[src/rtl/ps2_key_decoder.sv]
// ps2_key_decoder: PS/2 set-2 scancode decoder tracking NUM_KEYS keys with press/release/repeat pulses and Pause detection
// Ports:
//   clk          system clock
//   reset        asynchronous active-high reset
//   rx_data      received scancode byte
//   rx_valid     one-cycle strobe, rx_data valid
//   held         level per key, key currently down
//   press        one-cycle pulse on make of a key not already held
//   key_release  one-cycle pulse on break of a held key
//   key_repeat   one-cycle typematic pulse for the last-pressed key
//   any_held     OR of held
//   pause        one-cycle pulse after a complete E1 (Pause) sequence
//   seq_err      one-cycle pulse on multi-byte sequence timeout
module ps2_key_decoder #(
  parameter int NUM_KEYS = 4,
  parameter logic [9*NUM_KEYS-1:0] KEY_CODES = {9'h174, 9'h16B, 9'h172, 9'h175},
  parameter int TIMEOUT_CYCLES = 2_000_000,
  parameter int REPEAT_DELAY = 50_000_000,
  parameter int REPEAT_PERIOD = 10_000_000
) (
  input  logic                clk,
  input  logic                reset,
  input  logic [7:0]          rx_data,
  input  logic                rx_valid,
  output logic [NUM_KEYS-1:0] held,
  output logic [NUM_KEYS-1:0] press,
  output logic [NUM_KEYS-1:0] key_release,
  output logic [NUM_KEYS-1:0] key_repeat,
  output logic                any_held,
  output logic                pause,
  output logic                seq_err
);
  localparam int KW = NUM_KEYS > 1 ? $clog2(NUM_KEYS) : 1;
  localparam int TW = $clog2(TIMEOUT_CYCLES + 1);
  localparam int RMAX = REPEAT_DELAY > REPEAT_PERIOD ? REPEAT_DELAY : REPEAT_PERIOD;
  localparam int RW = $clog2(RMAX + 1);
  localparam int RD = REPEAT_DELAY > 0 ? REPEAT_DELAY - 1 : 0;
  typedef enum logic [2:0] {IDLE, EXT, BRK, EXT_BRK, SKIP} state_t;
  state_t              state;
  logic [2:0]          skip;
  logic [TW-1:0]       tcnt;
  logic [RW-1:0]       rcnt;
  logic                rphase;
  logic [KW-1:0]       last_key;
  logic                last_ok;
  logic [8:0]          code;
  logic [NUM_KEYS-1:0] match, new_press, new_rel, held_n;
  logic [KW-1:0]       hi;
  logic                ign, is_make, is_brk, rpt_on, rpt_hit;
  always_comb begin
    code = {state == EXT || state == EXT_BRK, rx_data};
    match = '0;
    hi = '0;
    for (int i = 0; i < NUM_KEYS; i++) match[i] = KEY_CODES[9*i +: 9] == code;
    ign = rx_data inside {8'hAA, 8'hFA, 8'hFE, 8'hEE, 8'h00, 8'hFF};
    is_make = rx_valid && (state == IDLE ? !ign && !(rx_data inside {8'hE0, 8'hF0, 8'hE1})
                                         : state == EXT && !(rx_data inside {8'hE0, 8'hF0}));
    is_brk = rx_valid && (state == BRK || state == EXT_BRK);
    new_press = is_make ? match & ~held : '0;
    new_rel = is_brk ? match & held : '0;
    held_n = (held | new_press) & ~new_rel;
    // later iterations overwrite, so the highest newly pressed index wins
    for (int i = 0; i < NUM_KEYS; i++) if (new_press[i]) hi = KW'(i);
    rpt_on = last_ok && held[last_key] && REPEAT_DELAY != 0;
    rpt_hit = rpt_on && rcnt == (rphase ? RW'(REPEAT_PERIOD - 1) : RW'(RD));
  end
  always_ff @(posedge clk or posedge reset) begin
    if (reset) begin
      state <= IDLE;
      skip <= '0;
      tcnt <= '0;
      rcnt <= '0;
      rphase <= 1'b0;
      last_key <= '0;
      last_ok <= 1'b0;
      held <= '0;
      press <= '0;
      key_release <= '0;
      key_repeat <= '0;
      any_held <= 1'b0;
      pause <= 1'b0;
      seq_err <= 1'b0;
    end else begin
      held <= held_n;
      press <= new_press;
      key_release <= new_rel;
      any_held <= |held_n;
      pause <= 1'b0;
      seq_err <= 1'b0;
      key_repeat <= '0;
      // an arriving byte always beats a timeout on the same cycle
      if (rx_valid) begin
        tcnt <= '0;
        case (state)
          IDLE: begin
            state <= rx_data == 8'hE0 ? EXT : rx_data == 8'hF0 ? BRK : rx_data == 8'hE1 ? SKIP : IDLE;
            if (rx_data == 8'hE1) skip <= 3'd7;
          end
          EXT: state <= rx_data == 8'hF0 ? EXT_BRK : rx_data == 8'hE0 ? EXT : IDLE;
          SKIP: begin
            skip <= skip - 1'b1;
            if (skip == 3'd1) begin
              state <= IDLE;
              pause <= 1'b1;
            end
          end
          default: state <= IDLE;
        endcase
      end else if (state != IDLE) begin
        if (tcnt == TW'(TIMEOUT_CYCLES - 1)) begin
          state <= IDLE;
          seq_err <= 1'b1;
          tcnt <= '0;
          skip <= '0;
        end else begin
          tcnt <= tcnt + 1'b1;
        end
      end
      // rphase=0 counts the initial delay, rphase=1 the repeat period
      if (|new_press) begin
        last_key <= hi;
        last_ok <= 1'b1;
        rcnt <= '0;
        rphase <= 1'b0;
      end else if (last_ok && new_rel[last_key]) begin
        last_ok <= 1'b0;
        rcnt <= '0;
        rphase <= 1'b0;
      end else if (rpt_hit) begin
        key_repeat <= NUM_KEYS'(1) << last_key;
        rcnt <= '0;
        rphase <= 1'b1;
      end else if (rpt_on && rcnt != '1) begin
        rcnt <= rcnt + 1'b1;
      end
    end
  end
endmodule

[config.mk]
export PLATFORM = sky130hd
export DESIGN_NAME = ps2_key_decoder
export DESIGN_NICKNAME = d
export VERILOG_FILES = /design/src/rtl/ps2_key_decoder.sv
export SDC_FILE = /design/constraint.sdc
export NUM_CORES = 1
export LEC_CHECK = 0
export ABC_CLOCK_PERIOD_IN_PS = 2490
export BUFFER_PORTS_ARGS = -buffer_cell sky130_fd_sc_hd__buf_2
export CORE_UTILIZATION = 40
export CTS_CLUSTER_DIAMETER = 200
export DETAILED_ROUTE_END_ITERATION = 8
export PLACE_DENSITY = 0.62
export SLEW_MARGIN = 20
export SYNTH_ARGS = -nofsm -noshare
export SYNTH_HDL_FRONTEND = slang
export SYNTH_SLANG_ARGS = --single-unit
[constraint.sdc]
create_clock -name clk -period 2.49 [get_ports clk]
set_clock_uncertainty 0.15 [all_clocks]
set_input_delay 0.249 -clock clk [delete_from_list [all_inputs] [get_ports clk]]
set_output_delay 0.249 -clock clk [all_outputs]
set_load 0.005 [all_outputs]
==> impl_metrics.json, run 1 <==
{
  "timing.rr.end": "rcnt[21]",
  "postSynthCellCount": 467,
  "hold_class": "in2reg",
  "tightest_slew_ps": 666.3,
  "ios": 30,
  "reg2reg_slack_ps": 50,
  "worst-r2r-cell-count": 6,
  "grt_antenna_before_repair": 0,
  "start_kind": "register",
  "num_rows": 38,
  "cts_root_buf": "clkbuf_16",
  "grtUsageMet1": 0.2687,
  "worstReg2RegStart": "rcnt[9]",
  "viasPerCell": 5.790,
  "drc": 0,
  "overflow": 0,
  "multiInputGateArea_um2": 2482,
  "fin_ws_ps": 47.69,
  "die_h_um": 108.8,
  "nets": 556,
  "worst_ep_required_time_ps": 2550,
  "max_freq_mhz": 409.4,
  "place_congestion": 0.9340,
  "drt-initial-drc-count": 265,
  "layout-drive-gt1-share": 0.2784,
  "rsz0062_at_grt": "false",
  "setup_viol": 0,
  "dpl.hpwl_mm": 8.232,
  "min_from": "rx_data[4]",
  "cts_made_buffers": 9,
  "cts_tree": "yes",
  "ys_seq_area_frac": 0.4168,
  "track_usage": 0.2068,
  "grt_pass1_wl_mm": 19.09,
  "grt.busiest_layer": "met2",
  "core-area_um2": 10980,
  "status": "completed",
  "h-tree-depth": 3,
  "p_per_area_nw_per_um2": 584.9,
  "portBuffers": 29,
  "grt_max_degree": 40,
  "antenna_left": 0,
  "syn_nets": 482,
  "period_minus_slack_ps": 2442,
  "antenna_cells": 0,
  "synth_edf_count": 0,
  "final_common_cell": "dfrtp_1",
  "synth.cell_area_um2": 4563,
  "start_util": 0.4155,
  "maxSlewViolCount": 0,
  "drt-total-wl_mm": 11.59,
  "ir_worst_vdd_mv": 0.4250,
  "cp_max_fo": 7,
  "use_met3": 0.03407,
  "wl_per_cell_um": 16.89,
  "hold_depth": 2,
  "seqCellArea_um2": 1902,
  "fill_cells": 993,
  "hold_end": "state[0]",
  "yosysWarnings": 0,
  "period_share": 0.9808,
  "hold_ws_ps": 33.93,
  "syn_to_final_growth_pct": 21.99,
  "dieArea_um2": 11840,
  "path_clk_slew_ps": 60,
  "ys_ff_latch": 76,
  "critical_path_class": "reg2reg",
  "clkSinkCount": 76,
  "p_leak_nw": 2.427,
  "crit_path_end_kind": "register",
  "synth-async-reset-ratio": 1.000,
  "first_pass_iters": 4,
  "hold_viol": 0,
  "synthFlopType": "dfrtp_1",
  "layout_common_cells": "76 x dfrtp_1, 54 x buf_4, 40 x nand2_1",
  "setup_tns_ps": 0,
  "chipWidth_um": 108.8,
  "clock_latency_ps": 340,
  "synth.avg_cell_area_um2": 9.771,
  "cts_buffer_depth": 2,
  "dp_slack_ps": 41.72,
  "drv_cap": 0,
  "crit_arrival_ps": 2500,
  "use_met2": 0.3472,
  "vias": 3972,
  "grt_pass1_vias": 3930,
  "synthDistinctLibCells": 69,
  "slew_headroom": 0.5553
}
## flip-flops by register name, indices dropped and copies added, names as in the netlist
| name | count |
|---|---|
| any_held | 1 |
| held | 4 |
| key_release | 4 |
| key_repeat | 4 |
| last_key | 2 |
| last_ok | 1 |
| pause | 1 |
| press | 4 |
| rcnt | 26 |
| rphase | 1 |
| seq_err | 1 |
| skip | 3 |
| state | 3 |
| tcnt | 21 |
## cells in the mapped netlist (11+ instances only)
| cell type | number | share of area |
|---|---|---|
| dfrtp_1 | 76 | 0.42 |
| nand2_1 | 40 | 0.033 |
| nor2_1 | 37 | 0.030 |
| nand3_1 | 34 | 0.037 |
| nand4_1 | 15 | 0.021 |
| nor3_1 | 15 | 0.016 |
| a211oi_2 | 13 | 0.036 |
| xor2_1 | 13 | 0.025 |
| or3_1 | 12 | 0.016 |
| buf_2 | 11 | 0.012 |
| inv_1 | 11 | 0.0090 |
| nor4_1 | 11 | 0.015 |
## report_power, final
part	switching, mW	total [mW]	internal (mW)
Combinational	0.368	0.645	0.277
Clock	0.523	1.33	0.805
Sequential	0.0236	1.28	1.26
Total	0.915	3.26	2.34
## through the flow
stage          instance area, um^2  power (mW)  cells  utilization
2_1_floorplan                 4563       1.707    467            -
3_3_place_gp                  5245       1.916    669       0.4776
3_5_place_dp                  5245       1.934    669       0.4776
4_1_cts                       5559       3.280    686       0.5062
5_1_grt                       5567       3.396    686       0.5068
6_report                      5567       3.256    686       0.5068
## area by class of cell
type                       instances  area share
multi-input combinational        354      0.4459
sequential                        76      0.3416
timing repair buffer              89      0.1187
clock buffer                      11     0.04361
tap                              140     0.03147
clock inverter                     5     0.01101
inverter                          11    0.007642
## how the worst max path moves through the flow
stage / start / to
2_1_floorplan: rcnt[0] / rcnt[13]
3_3_place_gp: rcnt[9] / rcnt[21]
3_5_place_dp: rcnt[9] / rcnt[21]
4_1_cts: rcnt[9] / rcnt[21]
5_1_grt: rcnt[9] / rcnt[20]
6_report: rcnt[9] / rcnt[21]
## repair_timing
action                     4_1_cts  5_1_grt
hold endpoints to repair        37        0
resized for setup                0        4
setup endpoints to repair        0       16
buffers inserted                 0        0
hold buffers                     1        0
## metal layers
layer,vias to the layer above,wire length (um)
met3,13,396
met1,1945,5189
met2,82,5838
met4,0,162
li1,1932,-
met5,-,0
## logic make-up (layout without fill, tap and decap cells)
kind of cell	after synthesis	in the layout	share of synthesized area
AOI/OAI and AO/OA	89	89	0.1769
and+or+nand+nor	239	239	0.3074
DFF	76	76	0.4168
xor gates and xnor gates	21	21	0.04031
muxes	1	1	0.004935
adders and majority gates	4	4	0.01097
buffers and inverters	37	116	0.04277
## critical path, cell delays in order (launching register included)
cell	delay, ps
dfrtp_1	430
or3b_2	490
or3_1	380
a211o_2	400
buf_4	190
or4b_1	180
a311oi_2	90
(Power assumes the default switching activity.)
==> inputs of run 2 (changes only) <==
- BUFFER_PORTS_ARGS: -buffer_cell sky130_fd_sc_hd__buf_2 -> not set
- DONT_BUFFER_PORTS: not set -> 1
- PLACE_DENSITY: 0.62 -> 0.59
==> run 2 against run 1 <==
Flip-flop and latch count stayed put. Die area stayed put. Worst setup slack better by 38 ps. Critical path type unchanged.
==> impl_metrics.json, run 2 (synthesis results as in run 1) <==
{
  "status": "completed",
  "hold_depth": 3,
  "p_per_area_nw_per_um2": 614.6,
  "reg2reg_slack_ps": 90,
  "critical_path_class": "reg2reg",
  "setup_tns_ps": 0,
  "crit_path_end_kind": "register",
  "placed_cell_area_um2": 4997,
  "cp_max_fo": 9,
  "rsz0062_at_grt": "false",
  "max_freq_mhz": 415.9,
  "grt_antenna_before_repair": 0,
  "final_common_cell": "dfrtp_1",
  "tightest_slew_ps": 582.1,
  "antenna_left": 0,
  "overflow": 0,
  "clock_latency_ps": 340,
  "chipWidth_um": 108.8,
  "p_total_mw": 3.339,
  "setup_viol": 0,
  "hold_end": "state[2]",
  "ios": 30,
  "cts_buffer_depth": 2,
  "h-tree-depth": 3,
  "largest_register_ffs": 26,
  "path_cells": "or3b_2 > or3_4 > a211o_4 > buf_4 > or4b_1 > a311oi_2",
  "layout_common_cells": "76 x dfrtp_1, 43 x buf_4, 40 x nand2_1",
  "dp_cells": 628,
  "grt_max_degree": 77,
  "min_from": "rx_valid",
  "nets": 519,
  "viasPerCell": 6.000,
  "place_congestion": 0.9049,
  "dpl.hpwl_mm": 7.563,
  "hold_class": "in2reg",
  "drv_cap": 0,
  "crit_arrival_ps": 2470,
  "vias": 3894,
  "clkSinkCount": 76,
  "start_kind": "register",
  "slew_headroom": 0.6120,
  "portBuffers": 0,
  "cts_root_buf": "clkbuf_16",
  "grt_pass1_wl_mm": 18.71,
  "drt-initial-drc-count": 230,
  "core-area_um2": 10980,
  "path_clk_slew_ps": 60,
  "cts_made_buffers": 9,
  "period_minus_slack_ps": 2404,
  "drt-total-wl_mm": 11.23,
  "maxSlewViolCount": 0,
  "cts_tree": "yes",
  "worstReg2RegStart": "rcnt[10]",
  "crit_buf_inv": 1,
  "grt_pass1_vias": 3808,
  "dieArea_um2": 11840,
  "wl_per_cell_um": 17.31,
  "slowest_delay_ps": 490,
  "antenna_cells": 0,
  "worst-r2r-cell-count": 6,
  "hold_viol": 0,
  "p_leak_nw": 2.270,
  "num_rows": 38,
  "syn_to_final_growth_pct": 19.06,
  "drc": 0,
  "worst_ep_required_time_ps": 2550,
  "largest_register": "rcnt",
  "cp_top_family": "simple AND/OR/NAND/NOR gates",
  "ir_worst_vdd_mv": 0.3793,
  "largestRegisters": "rcnt: 26 flops, tcnt: 21 flops",
  "period_share": 0.9656,
  "layout-drive-gt1-share": 0.2259,
  "cp_slowest_cell": "or3b_2",
  "first_pass_iters": 4,
  "die_h_um": 108.8,
  "fin_area_um2": 5433,
  "start_util": 0.4155,
  "timing.rr.end": "rcnt[21]",
  "track_usage": 0.2035,
  "stdcell_count": 649
}
run 2: cell types whose count changed in the layout (fill, tap and decap cells not counted), sizes merged:
cell         before  now
clkinv            2    1
bufinv            1    2
buf              88   47
inv              10   11
clkinvlp          3    2
dlygate4sd3       1    5
run 2: worst max path at each step:
stage | start | to | slack [ps] | cells after the start
global route | rcnt[10] | rcnt[21] | 10 | 6
floorplan | rcnt[0] | rcnt[13] | 120 | 8
finish | rcnt[10] | rcnt[21] | 90 | 6
detailed placement | rcnt[0] | rcnt[13] | 40 | 7
CTS | rcnt[0] | rcnt[13] | 20 | 7
global placement | rcnt[10] | key_repeat[2] | 70 | 4
run 2: through the flow:
stage / utilization / setup WS [ps] / hold WS [ps]
6_report: 0.4946 / 85.56 / 15.85
5_1_grt: 0.4946 / 13.48 / 25.13
4_1_cts: 0.4884 / 21.29 / 7.895
3_5_place_dp: 0.4550 / 43.78 / 103.7
3_3_place_gp: 0.4550 / 70.39 / 102.7
2_1_floorplan: - / 116.4 / 181.5
run 2: area by class of cell:
cell class	count	area (um^2)
well taps	140	175.2
repair buffers	52	452.9
clock buffers	11	242.7
clock inverters	5	83.83
fillers	989	5550
inverters	11	42.54
flip-flops and latches	76	1902
multi-input cells	354	2534
run 2: power breakdown:
group / total (mW) / internal, mW / switching, mW
logic: 0.623 / 0.271 / 0.352
clock network: 1.43 / 0.909 / 0.523
registers: 1.28 / 1.26 / 0.0257
total: 3.34 / 2.44 / 0.901
run 2: metal layers:
layer / global-route usage / up-vias / wire length, um
met4: 0.08012 / 0 / 199
met5: 0 / - / 0
met1: 0.2648 / 1902 / 5090
li1: - / 1851 / -
met3: 0.04483 / 20 / 620
met2: 0.3287 / 121 / 5323
run 2: timing repair:
item | 4_1_cts | 5_1_grt
hold buffers | 4 | 1
setup buffers | 0 | 0
endpoints found under the setup margin | 0 | 19
endpoints found under the hold margin | 86 | 2
resized for setup | 0 | 12
run 2: worst reg2reg max path, stage by stage, from the launching register on:
cell	delay, ps
dfrtp_1	440
or3b_2	490
or3_4	380
a211o_4	390
buf_4	180
or4b_1	170
a311oi_2	90
